[src/rtl/gpu_cmd_queue.sv]
// GPU command front-end: buffers DRAW / CLEAR / WAIT_VSYNC commands and replays
// each onto the GPU's level-held ctrl_* bus followed by a one-cycle strobe.
module gpu_cmd_queue #(
    parameter int FB_WIDTH  = 400,
    parameter int FB_HEIGHT = 240,
    parameter int DEPTH     = 8,
    localparam int XW = $clog2(FB_WIDTH) + 2,
    localparam int YW = $clog2(FB_HEIGHT) + 2,
    localparam int LW = $clog2(DEPTH) + 1
) (
    input  logic          clk,
    input  logic          reset,
    input  logic          cmd_valid,
    output logic          cmd_ready,
    input  logic [1:0]    cmd_op,
    input  logic [31:0]   cmd_address,
    input  logic [15:0]   cmd_address_x,
    input  logic [15:0]   cmd_address_y,
    input  logic [15:0]   cmd_image_width,
    input  logic [XW-1:0] cmd_width,
    input  logic [XW-1:0] cmd_x,
    input  logic [YW-1:0] cmd_height,
    input  logic [YW-1:0] cmd_y,
    input  logic [15:0]   cmd_clear_color,
    input  logic          flush,
    input  logic          vsync,
    input  logic          gpu_busy,
    output logic [31:0]   ctrl_address,
    output logic [15:0]   ctrl_address_x,
    output logic [15:0]   ctrl_address_y,
    output logic [15:0]   ctrl_image_width,
    output logic [XW-1:0] ctrl_width,
    output logic [YW-1:0] ctrl_height,
    output logic [XW-1:0] ctrl_x,
    output logic [YW-1:0] ctrl_y,
    output logic [15:0]   ctrl_clear_color,
    output logic          ctrl_draw,
    output logic          ctrl_clear,
    output logic [LW-1:0] level,
    output logic          idle
);

    localparam int            AW         = $clog2(DEPTH);
    localparam logic [LW-1:0] FULL_LEVEL = LW'(DEPTH);
    localparam logic [1:0]    OP_DRAW    = 2'd0;
    localparam logic [1:0]    OP_CLEAR   = 2'd1;
    localparam logic [1:0]    OP_VSYNC   = 2'd2;

    typedef struct packed {
        logic [1:0]    op;
        logic [31:0]   address;
        logic [15:0]   address_x;
        logic [15:0]   address_y;
        logic [15:0]   image_width;
        logic [XW-1:0] width;
        logic [XW-1:0] x;
        logic [YW-1:0] height;
        logic [YW-1:0] y;
        logic [15:0]   clear_color;
    } cmd_t;

    typedef enum logic [2:0] {
        S_IDLE  = 3'd0,
        S_LOAD  = 3'd1,
        S_ISSUE = 3'd2,
        S_WAIT  = 3'd3,
        S_VSYNC = 3'd4
    } state_t;

    cmd_t          mem_q [DEPTH];
    logic [AW-1:0] wr_ptr_q, wr_ptr_d;
    logic [AW-1:0] rd_ptr_q, rd_ptr_d;
    logic [LW-1:0] level_q, level_d;
    logic          full_s, empty_s, push_s, pop_s;
    cmd_t          in_s, head_s, ctrl_q;
    state_t        state_q;
    logic          draw_q, clear_q, vsync_prev_q;

    assign in_s = '{op: cmd_op, address: cmd_address, address_x: cmd_address_x,
                    address_y: cmd_address_y, image_width: cmd_image_width,
                    width: cmd_width, x: cmd_x, height: cmd_height, y: cmd_y,
                    clear_color: cmd_clear_color};

    // A full FIFO refuses pushes even if the head pops in the same cycle.
    assign full_s  = (level_q == FULL_LEVEL);
    assign empty_s = (level_q == {LW{1'b0}});
    assign push_s  = cmd_valid && !full_s && !flush;
    assign pop_s   = (state_q == S_IDLE) && !empty_s && !gpu_busy;
    assign head_s  = mem_q[rd_ptr_q];

    // Command storage write port
    always_ff @(posedge clk) begin
        if (push_s) begin
            mem_q[wr_ptr_q] <= in_s;
        end
    end

    // Next pointers and occupancy; flush discards everything, including this push
    always_comb begin
        wr_ptr_d = wr_ptr_q;
        rd_ptr_d = rd_ptr_q;
        level_d  = level_q;
        if (flush) begin
            rd_ptr_d = wr_ptr_q;
            level_d  = {LW{1'b0}};
        end else begin
            if (push_s) begin
                wr_ptr_d = wr_ptr_q + {{(AW-1){1'b0}}, 1'b1};
            end else begin
                wr_ptr_d = wr_ptr_q;
            end
            if (pop_s) begin
                rd_ptr_d = rd_ptr_q + {{(AW-1){1'b0}}, 1'b1};
            end else begin
                rd_ptr_d = rd_ptr_q;
            end
            case ({push_s, pop_s})
                2'b10:   level_d = level_q + {{(LW-1){1'b0}}, 1'b1};
                2'b01:   level_d = level_q - {{(LW-1){1'b0}}, 1'b1};
                default: level_d = level_q;
            endcase
        end
    end

    // FIFO pointer and occupancy registers
    always_ff @(posedge clk or negedge reset) begin
        if (!reset) begin
            wr_ptr_q <= {AW{1'b0}};
            rd_ptr_q <= {AW{1'b0}};
            level_q  <= {LW{1'b0}};
        end else begin
            wr_ptr_q <= wr_ptr_d;
            rd_ptr_q <= rd_ptr_d;
            level_q  <= level_d;
        end
    end

    // Replay FSM: parameters change only on the pop, strobes last exactly one cycle
    always_ff @(posedge clk or negedge reset) begin
        if (!reset) begin
            state_q      <= S_IDLE;
            ctrl_q       <= '0;
            draw_q       <= 1'b0;
            clear_q      <= 1'b0;
            vsync_prev_q <= 1'b0;
        end else begin
            draw_q       <= 1'b0;
            clear_q      <= 1'b0;
            vsync_prev_q <= vsync;
            case (state_q)
                S_IDLE: begin
                    if (pop_s) begin
                        ctrl_q  <= head_s;
                        state_q <= S_LOAD;
                    end else begin
                        state_q <= S_IDLE;
                    end
                end
                S_LOAD: begin
                    case (ctrl_q.op)
                        OP_DRAW: begin
                            draw_q  <= 1'b1;
                            state_q <= S_ISSUE;
                        end
                        OP_CLEAR: begin
                            clear_q <= 1'b1;
                            state_q <= S_ISSUE;
                        end
                        OP_VSYNC: state_q <= S_VSYNC;
                        default:  state_q <= S_IDLE;
                    endcase
                end
                S_ISSUE: state_q <= S_WAIT;
                S_WAIT: begin
                    if (!gpu_busy) begin
                        state_q <= S_IDLE;
                    end else begin
                        state_q <= S_WAIT;
                    end
                end
                S_VSYNC: begin
                    // only an edge seen while already waiting counts
                    if (vsync && !vsync_prev_q) begin
                        state_q <= S_IDLE;
                    end else begin
                        state_q <= S_VSYNC;
                    end
                end
                default: state_q <= S_IDLE;
            endcase
        end
    end

    assign ctrl_address     = ctrl_q.address;
    assign ctrl_address_x   = ctrl_q.address_x;
    assign ctrl_address_y   = ctrl_q.address_y;
    assign ctrl_image_width = ctrl_q.image_width;
    assign ctrl_width       = ctrl_q.width;
    assign ctrl_height      = ctrl_q.height;
    assign ctrl_x           = ctrl_q.x;
    assign ctrl_y           = ctrl_q.y;
    assign ctrl_clear_color = ctrl_q.clear_color;
    assign ctrl_draw        = draw_q;
    assign ctrl_clear       = clear_q;
    assign level            = level_q;
    assign cmd_ready        = !full_s;
    assign idle             = empty_s && (state_q == S_IDLE) && !gpu_busy;

endmodule

[config.mk]
export PLATFORM = sky130hd
export DESIGN_NAME = gpu_cmd_queue
export DESIGN_NICKNAME = d
export VERILOG_FILES = /design/src/rtl/gpu_cmd_queue.sv
export SDC_FILE = /design/constraint.sdc
export NUM_CORES = 1
export LEC_CHECK = 0
export CORE_AREA = 2 2 302 245
export CTS_CLUSTER_SIZE = 25
export DETAILED_ROUTE_END_ITERATION = 8
export DIE_AREA = 0 0 304 247
export DONT_BUFFER_PORTS = 1
export HOLD_SLACK_MARGIN = 0.05
export PLACE_DENSITY = 0.84
export SLEW_MARGIN = 20
export SYNTH_ARGS = -nofsm -noshare
export SYNTH_HDL_FRONTEND = slang
export SYNTH_SLANG_ARGS = --single-unit
[constraint.sdc]
create_clock -name clk -period 29.4 [get_ports clk]
set_input_delay 2.94 -clock clk [delete_from_list [all_inputs] [get_ports clk]]
set_output_delay 2.94 -clock clk [all_outputs]
set_load 0.01 [all_outputs]
# Word-level counts from Yosys, hierarchy flattened
# Memory sizes are Yosys's and may differ from the RTL's. A register that Yosys moved wholly into a read port is not among the register bits.
# Index checks and enable logic that the tools add are counted.
[word_totals]
memories = 1
mem_bits_ro = 0
in_bits = 146
ff_bits = 16
latchBits = 0
elab_cells = 58
mem_bits_rw = 1120
[classes]
mul = 0
shifts = 0
n_eq_ne = 9
div_mod_pow = 0
magnitude_cmp = 0
n_reduce_logical = 21
bitwise = 1
mux = 15
n_addsub = 4
[mem_list]
columns = ["name", "words", "word_bits", "rd", "rd_clocked_by_memory_dff", "write_ports", "line", "text"]
rows = [
  ["mem_q", 8, 140, 1, 1, 1, "70", "cmd_t mem_q [DEPTH];"],
]
[op_table]
columns = ["cell", "count"]
rows = [
  ["case mux 3 bit (5 select lines)", 1],
  ["2-to-1 mux 3 bit", 3],
  ["case mux 4 bit (2 select lines)", 1],
  ["logical AND 1 bit", 7],
  ["2-to-1 mux 1 bit", 7],
  ["adder 3 x 1 -> 3 bit, second input constant", 2],
  ["== test 3 x 2 -> 1 bit, second input constant", 2],
  ["logical NOT 1 bit", 6],
  ["case mux 3 bit (2 select lines)", 1],
  ["adder 4 x 1 -> 4 bit, second input constant", 1],
  ["== test 2 x 1 -> 1 bit, second input constant", 2],
  ["== test 2 bit, second input constant", 2],
  ["== test 4 bit, second input constant", 1],
  ["logical NOT 4 bit", 1],
  ["2-to-1 mux 4 bit", 1],
  ["AND reduction 2 bit", 2],
  ["subtractor 4 x 1 -> 4 bit, second input constant", 1],
  ["== test 3 x 1 -> 1 bit, second input constant", 1],
  ["== test 3 bit, second input constant", 1],
  ["logical NOT 3 bit", 1],
  ["nonzero test 3 bit", 1],
  ["logical NOT 2 bit", 1],
  ["2-to-1 mux 2 bit", 1],
  ["nonzero test 2 bit", 1],
  ["other kinds (2)", 2],
]

# Logic depth before layout (Yosys ltp)
[depth]
depth_word = 7
mapped_depth = 11
depth_no_buf = 8

# Least setup slack after synthesis
# Ideal clock, no wire load.
[synth_path]
kind = "input to register"
from = "in cmd_valid"
to = "mem mem_q[0][0] in the netlist's numbering (enable)"
t_arrival_ns = 16.462
path_slack_ns = 11.955
setup_ns = 0.983
path_stages = 3
cell_sequence = "nor2b_1 -> nand2_1 -> nor4_1"
[synth_between]
elab_chain_len = 4
[synth_lines]
columns = ["item", "line", "text"]
rows = [
  ["from (decl)", "13", "input logic cmd_valid,"],
  ["logical AND 1 bit (2 in a row)", "87", "assign push_s = cmd_valid && !full_s && !flush;"],
  ["2-to-1 mux 1 bit", "93", "if (push_s) begin"],
  ["2-to-1 mux 1 bit (implied by the code)", "94", "mem_q[wr_ptr_q] <= in_s;"],
  ["to (decl)", "70", ""],
]
# Every way passes these cells.

# Worst setup path after layout
[layout_path]
from = "in gpu_busy"
to = "out idle"
[layout_between]
elab_chain_len = 2
[layout_lines]
columns = ["item", "line", "text"]
rows = [
  ["from (decl)", "27", "input logic gpu_busy,"],
  ["logical NOT 1 bit", "207", "assign idle = empty_s && (state_q == S_IDLE) && !gpu_busy;"],
  ["logical AND 1 bit", "207", ""],
  ["to (decl)", "40", "output logic idle"],
]
# Every way passes these cells.

==> flow_summary_export.csv <==
group,metric,value,unit
outcome,status,"completed",
timing,skew,0.0182,ns
worst_setup_path,worstSetupPathType,"in2out",
global_routing,grt_max_degree,157,
final_layout,fillers,3883,
global_routing,antenna_found_initial,1,
floorplan,design.core.area,0.0725,sq mm
timing,worstMarginPinSlew,1.13,ns
synthesis,synth_fa_ha_area_frac,0.00103,
pwr,p_leak,17.2,nW
clock_tree,cts_tree,"done",
worst_setup_path,critPathBufInv,0,
synthesis,synthCells,2313,
timing,setup_viol_count_final,0,
global_routing,first_global_vias,23000,
clock_tree,cts_buffers,110,
pwr,power_density,92.4,mW/mm^2
pwr,total_power,4.83,mW
final_layout,drive_gt1_frac,0.219,
drt,drcViolationCount,0,
worst_setup_path,end_kind,"output pin",
clock_tree,clkTransAtPathRegs,0.06,ns
clock_tree,cts_hold_buf,0,
drt,wire_per_inst,30.4,microns
clock_tree,cts-resized-gates,0,
placement,portBuffers,0,
clock_tree,clock_sinks,1276,
placement,placed_cells,3057,
synthesis,syn_area,0.0486,sq mm
timing,drv_slew,0,
synthesis,yosysUniqueCellTypes,40,
clock_tree,clk_path_buf_depth,3,
synthesis,synth-edff-count,1120,
clock_tree,post_cts_buffers,0,
synthesis,ys_warn_count,0,
floorplan,start_util,0.670,
worst_setup_path,cp-start-kind,"input pin",
worst_setup_path,cpPeakStageDelay,0.55,ns
timing,fin_crit,6.71,ns
final_layout,antenna_cells,0,
drt,vias,21600,
drt,ant_nets,0,
flow_run,maxCapViolCount,0,
pwr,ir_worst_vdd,0.0781,mV
drt,drt_iter0_markers,1998,
final_layout,layout_commonest_cell,"edfxtp_1",
final_layout,fin_cells,3265,
floorplan,dieArea,0.0751,sq mm
clock_tree,clk_latency,0.67,ns
worst_setup_path,critPathSlowestCell,"or4_1",
worst_setup_path,cpLargestDelayFamily,"simple AND/OR/NAND/NOR gates",
synthesis,synthArstFlopShare,0.122,
worst_setup_path,path_cells,"or4_1 > nor2_1",
worst_setup_path,crit_fanout,5,
final_layout,layout_common_cells,"1120 x edfxtp_1, 280 x mux4_2, 153 x dfrtp_1",
synthesis,synth_compound_area_frac,0.0172,
drt,via_per_inst,6.61,
synthesis,synth_nets,2463,
timing,period_share,0.228,
drt,firstDrtPassIters,5,
synthesis,synth_top_family_by_area,"multiplexers",
timing,maxSlewHeadroom,0.248,
global_routing,grt.overflow.total,0,
floorplan,ios,292,
floorplan,die_h,247,microns
placement,dp_hpwl,51300,microns
synthesis,ys_ff_latch,1276,
floorplan,die_x,304,microns
floorplan,rows,89,
synthesis,ys_seq_area_frac,0.773,
clock_tree,htreeDepth,3,
worst_setup_path,worstPathArrival,3.77,ns
synthesis,syn_avg_cell_area,21.0,sq um
timing,tns,0,ns
min_path,min_path_type,"reg2reg",
timing,timing.fmax,0.149,GHz
global_routing,track_usage,0.269,
drt,postRouteWirelength,99300,microns
worst_setup_path,required,26.46,ns
timing,rsz0062_at_grt,"false",
placement,gp_congestion,0.752,
synthesis,synth.area.mux_share,0.159,
final_layout,fin_nets,2365,
global_routing,grt_pass1_wl,147000,microns
clock_tree,cts-root-buf,"clkbuf_16",
synthesis,synth_xor_area_frac,0.000902,
synthesis,synth_flop_cell,"edfxtp_1",
final_layout,area_growth_syn_to_layout,7.66,%
synthesis,synth_simple_gate_area_frac,0.0168,
timing,hold_viol,0,
worst paths after layout:
path	startpoint	to	slack [ns]	cells past startpoint
max in group asynchronous	reset	ctrl_height[4]	27.14	0
setup reg to reg	rd_ptr_q[0]	ctrl_height[5]	24.73	6
min in group asynchronous	reset	ctrl_address_y[11]	1.97	0
setup / recovery	gpu_busy	idle	22.69	2
hold / removal	ctrl_q[138]	ctrl_draw	0.54	1
hold reg to reg	ctrl_q[138]	ctrl_draw	0.54	1
area by class of cell:
| type | count | area (sq um) | share of cell area |
|---|---|---|---|
| multi-input combinational | 783 | 9530 | 0.182 |
| tap | 955 | 1190 | 0.0229 |
| clock inverter | 51 | 507 | 0.00969 |
| clock buffer | 156 | 3130 | 0.0599 |
| timing repair buffer | 42 | 364 | 0.00696 |
| inverter | 2 | 7.51 | 0.000144 |
| sequential | 1276 | 37500 | 0.718 |
metal layers:
layer,routed length [microns],GRT usage
met5,13,0
met4,2550,0.0802
met3,8970,0.0808
met2,51400,0.454
met1,36400,0.344
Yosys cell counts, drive strengths merged (2+ instances only):
cell type | n | area share
nor4b | 2 | 0.00036
dfrtp | 156 | 0.080
mux2i | 142 | 0.029
or3 | 2 | 0.00026
inv | 2 | 0.00015
a31o | 2 | 0.00036
nor2 | 9 | 0.00070
mux4 | 280 | 0.13
xor2 | 2 | 0.00036
edfxtp | 1120 | 0.69
nor4 | 3 | 0.00052
nand2 | 153 | 0.012
nor3 | 5 | 0.00052
ha | 4 | 0.0010
a31oi | 2 | 0.00026
or4 | 2 | 0.00031
xnor2 | 3 | 0.00054
a211oi | 3 | 0.00057
nand3 | 3 | 0.00031
a21oi | 4 | 0.00041
o21ai | 146 | 0.015
buf | 190 | 0.027
nand2b | 5 | 0.00064
clkbuf | 62 | 0.0048
logic make-up after synthesis:
family | count (synthesis)
AOI/OAI and AO/OA | 160
xor gates and xnor gates | 5
adders and majority gates | 4
buffers and inverters | 254
DFF | 1276
muxes | 422
and+or+nand+nor | 192
report_power, final:
group | total, mW | switching, mW | internal [mW]
sequential | 2.39 | 0.204 | 2.19
combinational | 0.989 | 0.509 | 0.481
clock | 1.45 | 0.619 | 0.828
state kept, by name (all words and copies together), names as in the netlist:
name and count:
ctrl_draw 1, ctrl_address 32, ctrl_height 10, ctrl_y 10, state_q 3, level 4
ctrl_clear 1, ctrl_clear_color 16, ctrl_q 2, wr_ptr_q 3, vsync_prev_q 1, rd_ptr_q 3
ctrl_address_x 16, ctrl_address_y 16, ctrl_x 11, ctrl_image_width 16, ctrl_width 11, mem_q 1120
per-stage QoR:
step           hold slack, ns  cell area, sq um  worst slack (ns)  utilization
6_report                0.539             52300             22.69        0.721
2_1_floorplan           0.451             48600             11.95            -
5_1_grt                 0.554             52300             22.68        0.721
3_3_place_gp            0.520             48600             22.70        0.670
4_1_cts                 0.542             52300             22.67        0.721
3_5_place_dp            0.531             48600             22.67        0.671
(Power assumes the default switching activity.)
